### src/rtl/ccc_rst_pkg.sv
// Shared types and helpers for the CCC lock qualifier / staged reset sequencer.
package ccc_rst_pkg;

  typedef enum logic [1:0] {
    HOLD    = 2'd0,
    FILTER  = 2'd1,
    RELEASE = 2'd2,
    RUN     = 2'd3
  } state_t;

  // One counter serves both the lock filter and the stage delay, so size it for the larger.
  function automatic int cnt_width(input int lock_filter, input int stage_delay);
    int m;
    m = (lock_filter > stage_delay) ? lock_filter : stage_delay;
    return $clog2(m + 1);
  endfunction

endpackage

### src/rtl/ccc_lock_sync.sv
// Multi-flop synchroniser for the asynchronous CCC lock, cleared by the fabric reset.
module ccc_lock_sync #(
  parameter int STAGES = 2
) (
  input  logic clk,
  input  logic rst,
  input  logic d,
  output logic q
);

  logic [STAGES-1:0] chain;

  always_ff @(posedge clk) begin
    if (rst) chain <= '0;
    else     chain <= {chain[STAGES-2:0], d};
  end

  assign q = chain[STAGES-1];

endmodule

### src/rtl/ccc_lock_reset_seq.sv
// Qualifies CCC lock and releases fabric resets in stages; any loss of qualified
// lock re-asserts every reset and is counted.
module ccc_lock_reset_seq
  import ccc_rst_pkg::*;
#(
  parameter int SYNC_STAGES = 2,
  parameter int LOCK_FILTER = 16,
  parameter int STAGE_DELAY = 64,
  parameter int NUM_STAGES  = 3,
  parameter int CNT_W       = 8
) (
  input  logic                  FAB_CLK,
  input  logic                  FAB_RST,
  input  logic                  LOCK_IN,
  input  logic                  BYPASS_LOCK,
  input  logic                  SW_RST_REQ,
  output logic [NUM_STAGES-1:0] RST_OUT,
  output logic                  READY,
  output logic                  LOCK_LOST,
  output logic [CNT_W-1:0]      LOSS_COUNT,
  output logic [1:0]            STATE
);

  localparam int CW    = cnt_width(LOCK_FILTER, STAGE_DELAY);
  localparam int STG_W = (NUM_STAGES > 1) ? $clog2(NUM_STAGES) : 1;
  localparam logic [CW-1:0]    FILT_LAST  = CW'(LOCK_FILTER - 1);
  localparam logic [CW-1:0]    DLY_LAST   = CW'(STAGE_DELAY - 1);
  localparam logic [STG_W-1:0] STAGE_LAST = STG_W'(NUM_STAGES - 1);

  state_t                  state, state_nxt;
  logic [CW-1:0]           cnt, cnt_nxt;
  logic [STG_W-1:0]        stage, stage_nxt;
  logic [NUM_STAGES-1:0]   rst_nxt;
  logic                    ready_nxt, lost_nxt;
  logic [CNT_W-1:0]        loss_nxt;
  logic                    lock_q, lock_ok;

  ccc_lock_sync #(.STAGES(SYNC_STAGES)) u_sync (
    .clk (FAB_CLK),
    .rst (FAB_RST),
    .d   (LOCK_IN),
    .q   (lock_q)
  );

  // The bypass strap is static, so it is deliberately not synchronised.
  assign lock_ok = lock_q | BYPASS_LOCK;

  always_ff @(posedge FAB_CLK) begin
    if (FAB_RST) begin
      state      <= HOLD;
      cnt        <= '0;
      stage      <= '0;
      RST_OUT    <= '1;
      READY      <= 1'b0;
      LOCK_LOST  <= 1'b0;
      LOSS_COUNT <= '0;
    end else begin
      state      <= state_nxt;
      cnt        <= cnt_nxt;
      stage      <= stage_nxt;
      RST_OUT    <= rst_nxt;
      READY      <= ready_nxt;
      LOCK_LOST  <= lost_nxt;
      LOSS_COUNT <= loss_nxt;
    end
  end

  always_comb begin
    state_nxt = state;
    cnt_nxt   = cnt;
    stage_nxt = stage;
    rst_nxt   = RST_OUT;
    ready_nxt = READY;
    lost_nxt  = 1'b0;
    loss_nxt  = LOSS_COUNT;
    case (state)
      HOLD: begin
        rst_nxt   = '1;
        ready_nxt = 1'b0;
        cnt_nxt   = '0;
        stage_nxt = '0;
        if (lock_ok) state_nxt = FILTER;
      end
      FILTER: begin
        if (!lock_ok || SW_RST_REQ) begin
          state_nxt = HOLD;
          cnt_nxt   = '0;
        end else if (cnt == FILT_LAST) begin
          state_nxt = RELEASE;
          cnt_nxt   = '0;
          stage_nxt = '0;
        end else begin
          cnt_nxt = cnt + 1'b1;
        end
      end
      RELEASE, RUN: begin
        if (!lock_ok || SW_RST_REQ) begin
          state_nxt = HOLD;
          rst_nxt   = '1;
          ready_nxt = 1'b0;
          cnt_nxt   = '0;
          stage_nxt = '0;
          // Lock loss takes priority over a software request: it alone pulses and counts.
          if (!lock_ok) begin
            lost_nxt = 1'b1;
            if (LOSS_COUNT != '1) loss_nxt = LOSS_COUNT + 1'b1;
          end
        end else if (state == RELEASE) begin
          if (cnt == DLY_LAST) begin
            // Stages clear strictly in order from bit 0, so a shift releases the next one.
            rst_nxt = RST_OUT << 1;
            cnt_nxt = '0;
            if (stage == STAGE_LAST) begin
              state_nxt = RUN;
              ready_nxt = 1'b1;
              stage_nxt = '0;
            end else begin
              stage_nxt = stage + 1'b1;
            end
          end else begin
            cnt_nxt = cnt + 1'b1;
          end
        end
      end
      default: state_nxt = HOLD;
    endcase
  end

  assign STATE = state;

endmodule

### config.mk
export PLATFORM = sky130hd
export DESIGN_NAME = ccc_lock_reset_seq
export DESIGN_NICKNAME = d
export VERILOG_FILES = /design/src/rtl/ccc_rst_pkg.sv /design/src/rtl/ccc_lock_sync.sv /design/src/rtl/ccc_lock_reset_seq.sv
export SDC_FILE = /design/constraint.sdc
export NUM_CORES = 1
export LEC_CHECK = 0
export CAP_MARGIN = 20
export CELL_PAD_IN_SITES_DETAIL_PLACEMENT = 0
export CELL_PAD_IN_SITES_GLOBAL_PLACEMENT = 1
export CORE_MARGIN = 5
export CORE_UTILIZATION = 42
export CTS_CLUSTER_DIAMETER = 50
export DETAILED_ROUTE_END_ITERATION = 16
export GPL_ROUTABILITY_DRIVEN = 0
export PLACE_DENSITY_LB_ADDON = 0.1
export SLEW_MARGIN = 0
export SYNTH_ARGS = -nofsm -noshare
export SYNTH_HDL_FRONTEND = slang
export SYNTH_SLANG_ARGS = --single-unit
### constraint.sdc
create_clock -name FAB_CLK -period 2.8 [get_ports FAB_CLK]
set_input_delay 0.84 -clock FAB_CLK [delete_from_list [all_inputs] [get_ports FAB_CLK]]
set_output_delay 0.84 -clock FAB_CLK [all_outputs]
set_load 0.005 [all_outputs]
==> flow_summary.yaml, run 1 <==
timing:
  setup-tns-final_ns: 0
  rsz0062_at_grt: "no"
  fin_crit_sh_pct: 84.21
  fmax_mhz: 424.1
  worst_pin_slew_ns: 0.5333
  postLayoutSetupSlackWorst_ns: 0.4421
  max_slew_margin_pct: 64.37
  slew_viol_final: 0
  final.setup_skew_ns: 0.01079
  setup_violations: 0
  finalCriticalPeriod_ns: 2.358
  finalHoldViolCount: 0
place:
  pre_cts_slack_ns: 0.4097
  portBuffers: 19
  dp_hpwl_um: 2144
flow_run:
  drv_cap: 0
clock_tree:
  worst_skew_pair.late_latency_ns: 0.32
  cts_root_buf: "clkbuf_4"
  cts_tree: "built"
  cts_buffers: 3
  ctsHoldBuffers: 0
  cts_setup_buffers: 0
  ctsLongestPathBuffers: 2
  clkTransAtPathRegs_ns: 0.15
  cts_resized: 0
  cts_sinks: 26
  htree_levels: 1
grt:
  grt_usage_pct: 14.06
  grt_overflow: 0
  grt_pass1_wl_um: 4843
  grt_max_degree: 18
  grt_pass1_vias: 1070
  antenna_found_initial: 0
yosys:
  avgSynthCellArea_um2: 8.945
  synth-seq-area-share_pct: 41.27
  async_flop_share_pct: 0
  synth_cells: 141
  syn_area_mm2: 0.001261
  yosys_warnings: 0
  synth-seq-cells: 26
  syn_nets: 148
  ys_types: 46
  synth-edff-count: 0
  ys.flop_type: "dfxtp_1"
status:
  status: "completed"
setup_path:
  worst_path_dominant_cell_family: "flip-flops"
  crit_required_ns: 1.96
  crit_path_end_kind: "output pin"
  critPathMaxFanout: 13
  worst-path-buf-inv: 1
  worst-setup-path-type: "flop to output pin"
  crit_chain: "clkdlybuf4s50_1"
  crit_arrival_ns: 1.52
  startpoint_type: "flop"
  worst_path_largest_cell_delay_ns: 0.62
  crit_path_top_delay_cell: "dfxtp_1"
layout:
  area_growth_pct: 21.53
  nets: 169
  seqCellArea_um2: 520.5
  multi_input_area_um2: 700.7
  fillCellCount: 283
  drive_gt1_share_pct: 6.211
  postLayoutCoreUtil_pct: 54.18
  num_antenna_cells: 0
floorplanning:
  die-area_mm2: 0.004199
  die_y_um: 64.80
  io_pins: 20
  coreArea_mm2: 0.002829
  die_w_um: 64.80
  fp-row-count: 19
  initial_core_util_pct: 44.58
detailed_routing:
  drt-pass1-iter-count: 4
  drt_iter0_markers: 41
  via_count: 1140
  routed_wl_um: 2809
  ant_nets: 0
  avgRoutedWirePerCell_um: 14.63
  post-route-drc-count: 0
  viasPerCell: 5.938
worst_hold_path:
  worstHoldPathType: "flop to flop"
power:
  powerDensity_mw_per_mm2: 444.0
  ir_drop_mv: 0.2622
  leakagePower_nw: 0.5072
placed cells by master, fill, tap and decap left out, types with 2 or more instances in the layout:
cell             instances
dfxtp_1                 26
clkdlybuf4s50_1         19
nor2_1                  16
nand2_1                  9
a21oi_1                  9
nand4_1                  5
xor2_1                   5
inv_1                    4
a31oi_1                  4
nor2b_1                  4
o21ai_1                  4
a211oi_1                 4
and3_1                   3
o211ai_1                 3
xnor2_1                  3
clkbuf_4                 3
and2_1                   2
nor3_1                   2
or3_1                    2
o41ai_1                  2
a221o_1                  2
and4_1                   2
o2111ai_1                2
ha_1                     2
buf_4                    2
cell usage after synthesis, drive strengths merged, types with 3 or more instances:
cell / number / area (um^2)
nand4: 5 / 31.28
a31oi: 4 / 25.02
nor2b: 4 / 25.02
a211oi: 4 / 30.03
inv: 4 / 15.01
and3: 3 / 18.77
xor2: 5 / 43.79
nand2: 9 / 33.78
o211ai: 3 / 22.52
dfxtp: 26 / 520.5
a21oi: 9 / 45.04
o21ai: 5 / 25.02
buf: 3 / 17.52
xnor2: 3 / 26.28
nor2: 16 / 60.06
flip-flops by register name, summed over array words and instances (netlist names):
name,cells
LOSS_COUNT,8
cnt,7
RST_OUT,3
STATE,2
stage,2
u_sync.chain,2
LOCK_LOST,1
READY,1
power breakdown:
group          total (mW)  internal, mW  switching [mW]  leakage, nW
combinational      0.0408        0.0208          0.0199        0.269
clock               0.259         0.145           0.114       0.0279
sequential          0.381         0.374         0.00633        0.210
final timing paths:
check	to	cells after the start	slack [ns]	from
setup / recovery	STATE[0]	1	0.44	STATE[0]$_SDFFE_PP0P_
hold / removal	u_sync.chain[1]$_SDFF_PP0_	1	0.46	u_sync.chain[0]$_SDFF_PP0_
setup reg to reg	RST_OUT[1]$_SDFFE_PP1P_	5	0.96	cnt[0]$_SDFFE_PP0P_
hold reg to reg	u_sync.chain[1]$_SDFF_PP0_	1	0.46	u_sync.chain[0]$_SDFF_PP0_
per-stage QoR:
step           hold slack (ns)  cell area (um^2)  total power [mW]  cells
6_report                0.4596              1533            0.6805    192
5_1_grt                 0.4819              1533            0.7102    192
4_1_cts                 0.4615              1533            0.6889    192
3_5_place_dp            0.4279              1480            0.4294    188
3_3_place_gp            0.4398              1480            0.4292    188
2_1_floorplan           0.4138              1261            0.4099    141
per-layer routing:
layer | share of wire (%) | global-route usage [%]
met5 | 0 | 0
met4 | 0.50 | 2.639
met3 | 4.0 | 3.800
met2 | 49 | 24.39
met1 | 46 | 17.57
cells by family after synthesis:
family | count (synthesis) | share of synthesized area (%)
XOR/XNOR | 8 | 5.556
buffers and inverters | 9 | 3.175
multiplexers | 1 | 0.7937
AO/OA/AOI/OAI | 41 | 23.81
flip-flops | 26 | 41.27
adder cells (fa/ha/maj) | 2 | 1.984
AND/OR/NAND/NOR | 54 | 23.41
layout make-up:
type                       instances  area share (%)
sequential                        26           33.96
inverter                           4          0.9796
timing repair buffer              21           13.39
clock inverter                     1           1.959
multi-input combinational        106           45.71
tap                               31           2.531
clock buffer                       3           1.469
No activity file was read; power rests on OpenSTA's default activity.
==> run 2: changes to the inputs <==
- CORE_UTILIZATION: 42 -> 39
- clock period: 2.8 -> 2.35 ns (I/O delays scaled with it)
==> run 2 against run 1 <==
Effect of this change: cell count up 7.3%; combinational power up 31%; utilization down 4.3 points; sequential cell count unchanged; sequential power up 18%; die area up 6.5%; worst setup slack worse by 0.18 ns; largest cell class unchanged; largest power group unchanged.
==> flow_summary.yaml, run 2 (synthesis gave the netlist of run 1 again) <==
setup_path:
  worst_path_dominant_cell_family: "buffers and inverters"
  worst-setup-path-type: "flop to output pin"
  worstReg2RegStart: "cnt[0]$_SDFFE_PP0P_"
  crit_required_ns: 1.64
  crit_path_end_kind: "output pin"
  rrSetupSlack_ns: 0.48
  path_depth: 1
  crit_path_top_delay_cell: "clkdlybuf4s50_1"
  crit_chain: "clkdlybuf4s50_1"
  startpoint_type: "flop"
  worst_path_largest_cell_delay_ns: 0.56
  crit_arrival_ns: 1.38
  critPathMaxFanout: 7
  worst-path-buf-inv: 1
  reg2regPathDepth: 5
  rr_endpoint: "RST_OUT[2]$_SDFFE_PP1P_"
timing:
  fmax_mhz: 478.8
  finalCriticalPeriod_ns: 2.088
  max_slew_margin_pct: 63.69
  slew_viol_final: 0
  finalHoldViolCount: 0
  fin_crit_sh_pct: 88.87
  rsz0062_at_grt: "no"
  final.setup_skew_ns: 0.002148
  setup-tns-final_ns: 0
  worst_pin_slew_ns: 0.5435
  postLayoutSetupSlackWorst_ns: 0.2616
  timing.hold.ws_ns: 0.4600
  setup_violations: 0
detailed_routing:
  via_count: 1120
  drt-pass1-iter-count: 4
  avgRoutedWirePerCell_um: 13.81
  post-route-drc-count: 0
  viasPerCell: 5.437
  ant_nets: 0
  drt_iter0_markers: 51
  routed_wl_um: 2845
layout:
  seqCellArea_um2: 520.5
  multi_input_area_um2: 700.7
  layout_commonest_cell: "dfxtp_1"
  area_growth_pct: 21.63
  final_cell_mix: "26 x dfxtp_1, 19 x clkdlybuf4s50_1, 16 x nor2_1"
  final_cell_area_mm2: 0.001534
  regMostFlops: "LOSS_COUNT"
  largest_reg_flops: 8
  drive_gt1_share_pct: 6.790
  nets: 171
  num_antenna_cells: 0
  fillCellCount: 311
  reg_top3: "LOSS_COUNT: 8 flops, cnt: 7 flops, RST_OUT: 3 flops"
clock_tree:
  htree_levels: 1
  cts_setup_buffers: 0
  cts_sinks: 26
  ctsLongestPathBuffers: 2
  clkTransAtPathRegs_ns: 0.14
  cts_root_buf: "clkbuf_4"
  cts_tree: "built"
  worst_skew_pair.late_latency_ns: 0.32
  cts_resized: 0
  ctsHoldBuffers: 0
  cts_buffers: 3
grt:
  antenna_found_initial: 0
  grt_overflow: 0
  grt_pass1_wl_um: 4871
  grt_pass1_vias: 1089
  grt_max_degree: 18
  grt_usage_pct: 14.06
floorplanning:
  coreArea_mm2: 0.003078
  die_w_um: 66.87
  die-area_mm2: 0.004471
  initial_core_util_pct: 40.98
  die_y_um: 66.87
  io_pins: 20
  fp-row-count: 20
place:
  portBuffers: 19
  pre_cts_slack_ns: 0.02738
  dpl_cell_area_mm2: 0.001511
  dp_hpwl_um: 2106
power:
  p_sw_share_pct: 23.22
  ir_drop_mv: 0.2625
  powerDensity_mw_per_mm2: 451.9
  pwr-share-comb_pct: 7.7
  netSwitchingPower_uw: 161.0
  leakagePower_nw: 0.5023
  clkPwrFrac_pct: 27.4
  pwr-share-seq_pct: 64.9
  p_int_uw: 532.3
worst_hold_path:
  worstHoldPathType: "flop to flop"
  worstHoldPathCells: 1
  hold_start: "u_sync.chain[0]$_SDFF_PP0_"
  holdPathEnd: "u_sync.chain[1]$_SDFF_PP0_"
status:
  status: "completed"
flow_run:
  drv_cap: 0
## run 2: area by class of cell
type,instances,share of cell area [%]
clock buffer,3,1.468
tap,44,3.589
inverter,4,0.9788
multi-input combinational,106,45.68
sequential,26,33.93
timing repair buffer,23,14.36
## run 2: per-layer routing
| layer | vias to the layer above | wire (um) | track usage (%) |
|---|---|---|---|
| met5 | - | 0 | 0 |
| met4 | 0 | 13 | 5.316 |
| met3 | 2 | 95 | 2.361 |
| met2 | 20 | 1263 | 21.41 |
| met1 | 528 | 1472 | 19.65 |
| li1 | 570 | - | - |
## run 2: worst max path at each step
stage / start / to / slack (ns)
2_1_floorplan: BYPASS_LOCK / LOSS_COUNT[1]$_SDFFE_PP0P_ / 0.68
3_3_place_gp: BYPASS_LOCK / LOSS_COUNT[1]$_SDFFE_PP0P_ / 0.1
3_5_place_dp: BYPASS_LOCK / RST_OUT[2]$_SDFFE_PP1P_ / 0.03
4_1_cts: LOSS_COUNT[7]$_SDFFE_PP0P_ / LOSS_COUNT[7] / 0.25
5_1_grt: LOSS_COUNT[7]$_SDFFE_PP0P_ / LOSS_COUNT[7] / 0.19
6_report: LOSS_COUNT[7]$_SDFFE_PP0P_ / LOSS_COUNT[7] / 0.26
## run 2: metrics by stage
step | std cells | total power [mW] | util (%)
3_5_place_dp | 203 | 0.5132 | 49.11
4_1_cts | 206 | 0.7054 | 49.84
6_report | 206 | 0.6933 | 49.84
3_3_place_gp | 203 | 0.5129 | 49.11
2_1_floorplan | 141 | 0.4884 | -
5_1_grt | 206 | 0.7283 | 49.84
## run 2: power groups by stage
stage          Sequential [mW]  Combinational (mW)  Clock (mW)
6_report                 0.450              0.0534       0.190
5_1_grt                  0.451              0.0593       0.218
4_1_cts                  0.450              0.0538       0.201
3_5_place_dp             0.460              0.0536           0
3_3_place_gp             0.460              0.0532           0
2_1_floorplan            0.459              0.0290           0
==> run 3: changes to the inputs <==
- PLACE_DENSITY_LB_ADDON: 0.1 -> 0.05
==> run 3 against run 2 <==
Effect of this change: critical path depth did not move; cell count grew 1.5%; register-to-register slack gained 0.04 ns; clock skew is 0.0026 ns higher; cell area is 1.9% higher; die area unchanged; global-route usage hardly changed; sequential share of layout area fell by 0.62 points.
==> flow_summary.yaml, run 3 (synthesis gave the netlist of run 1 again) <==
layout:
  layout_commonest_cell: "dfxtp_1"
  num_antenna_cells: 0
  regMostFlops: "LOSS_COUNT"
  reg_top3: "LOSS_COUNT: 8 flops, cnt: 7 flops, RST_OUT: 3 flops"
  fillCellCount: 308
  instances_no_fill: 209
  area_growth_pct: 23.91
  drive_gt1_share_pct: 8.485
  postLayoutCoreUtil_pct: 50.77
  nets: 173
  largest_reg_flops: 8
  final_cell_mix: "26 x dfxtp_1, 19 x clkdlybuf4s50_1, 16 x nor2_1"
setup_path:
  rr_endpoint: "RST_OUT[1]$_SDFFE_PP1P_"
  startpoint_type: "flop"
  worst-path-buf-inv: 1
  crit_required_ns: 1.64
  crit_chain: "clkdlybuf4s50_1"
  worstReg2RegStart: "cnt[0]$_SDFFE_PP0P_"
  critPathMaxFanout: 7
  worst_path_largest_cell_delay_ns: 0.55
  crit_path_end_kind: "output pin"
  reg2regPathDepth: 5
  worst_path_dominant_cell_family: "buffers and inverters"
  crit_arrival_ns: 1.36
  rrSetupSlack_ns: 0.52
  worst-setup-path-type: "flop to output pin"
  crit_path_top_delay_cell: "clkdlybuf4s50_1"
timing:
  rsz0062_at_grt: "no"
  finalHoldViolCount: 0
  fin_crit_sh_pct: 87.74
  finalCriticalPeriod_ns: 2.062
  postLayoutSetupSlackWorst_ns: 0.2881
  fmax_mhz: 485.0
  setup-tns-final_ns: 0
  final.setup_skew_ns: 0.004769
  max_slew_margin_pct: 68.51
  worst_pin_slew_ns: 0.4713
  slew_viol_final: 0
  setup_violations: 0
worst_hold_path:
  worstHoldPathType: "flop to flop"
  hold_start: "u_sync.chain[0]$_SDFF_PP0_"
  holdPathEnd: "u_sync.chain[1]$_SDFF_PP0_"
  worstHoldPathCells: 1
floorplanning:
  io_pins: 20
  die_y_um: 66.87
  die_w_um: 66.87
  die-area_mm2: 0.004471
  coreArea_mm2: 0.003078
  initial_core_util_pct: 40.98
  fp-row-count: 20
clock_tree:
  ctsLongestPathBuffers: 2
  cts_tree: "built"
  cts_resized: 0
  cts_setup_buffers: 0
  clkTransAtPathRegs_ns: 0.13
  htree_levels: 1
  cts_buffers: 3
  cts_sinks: 26
  cts_root_buf: "clkbuf_4"
  ctsHoldBuffers: 0
  worst_skew_pair.late_latency_ns: 0.32
grt:
  grt_pass1_vias: 1077
  grt_max_degree: 18
  grt_usage_pct: 14.01
  grt_overflow: 0
  antenna_found_initial: 0
  grt_pass1_wl_um: 4871
detailed_routing:
  routed_wl_um: 2833
  avgRoutedWirePerCell_um: 13.56
  viasPerCell: 5.541
  drt-pass1-iter-count: 4
  drt_iter0_markers: 71
  via_count: 1158
  post-route-drc-count: 0
  ant_nets: 0
place:
  pre_cts_slack_ns: 0.08840
  dp_hpwl_um: 2104
  dp.cells: 205
  portBuffers: 19
power:
  leakagePower_nw: 0.5188
  ir_drop_mv: 0.1846
  powerDensity_mw_per_mm2: 466.0
status:
  status: "completed"
flow_run:
  drv_cap: 0
==> run 3: cell count changes in the layout (fill, tap and decap cells not counted) <==
| cell | change |
|---|---|
| buf_4 | +2 |
| clkbuf_8 | +1 |
==> run 3: worst max path at each step <==
stage	from	endpoint	cells after the start
after floorplan	BYPASS_LOCK	LOSS_COUNT[1]$_SDFFE_PP0P_	4
after global placement	BYPASS_LOCK	LOSS_COUNT[1]$_SDFFE_PP0P_	5
after detailed placement	BYPASS_LOCK	LOSS_COUNT[1]$_SDFFE_PP0P_	5
after CTS	LOSS_COUNT[7]$_SDFFE_PP0P_	LOSS_COUNT[7]	1
after global routing	LOSS_COUNT[7]$_SDFFE_PP0P_	LOSS_COUNT[7]	1
final	LOSS_COUNT[7]$_SDFFE_PP0P_	LOSS_COUNT[7]	1
==> run 3: power by group <==
part	total, mW	internal (mW)	switching (mW)	leakage, nW
Sequential	0.450	0.446	0.00426	0.210
Clock	0.221	0.0948	0.126	0.0210
Combinational	0.0571	0.0286	0.0285	0.287
==> run 3: stage by stage <==
| step | instance area (um^2) | hold WS (ns) | total power [mW] |
|---|---|---|---|
| final | 1563 | 0.4660 | 0.7282 |
| after global routing | 1563 | 0.4828 | 0.7671 |
| after detailed placement | 1526 | 0.4345 | 0.5167 |
| after global placement | 1526 | 0.4199 | 0.5168 |
| after floorplan | 1261 | 0.4138 | 0.4884 |
| after CTS | 1563 | 0.4714 | 0.7384 |
==> run 3: final cells by class <==
class                   count  area [um^2]  area share, %
clock buffers               4        36.28          2.322
inverters                   4        15.01         0.9608
multi-input cells         106        700.7          44.84
flip-flops and latches     26        520.5          33.31
well taps                  44        55.05          3.523
repair buffers             25        235.2          15.05
==> run 3: layer usage <==
| metal | track usage, % | vias to the layer above | share of wire [%] |
|---|---|---|---|
| met1 | 17.26 | 550 | 45 |
| li1 | - | 575 | - |
| met2 | 24.26 | 28 | 50 |
| met4 | 5.316 | 0 | 1.6 |
| met5 | 0 | - | 0 |
| met3 | 2.192 | 5 | 3.8 |
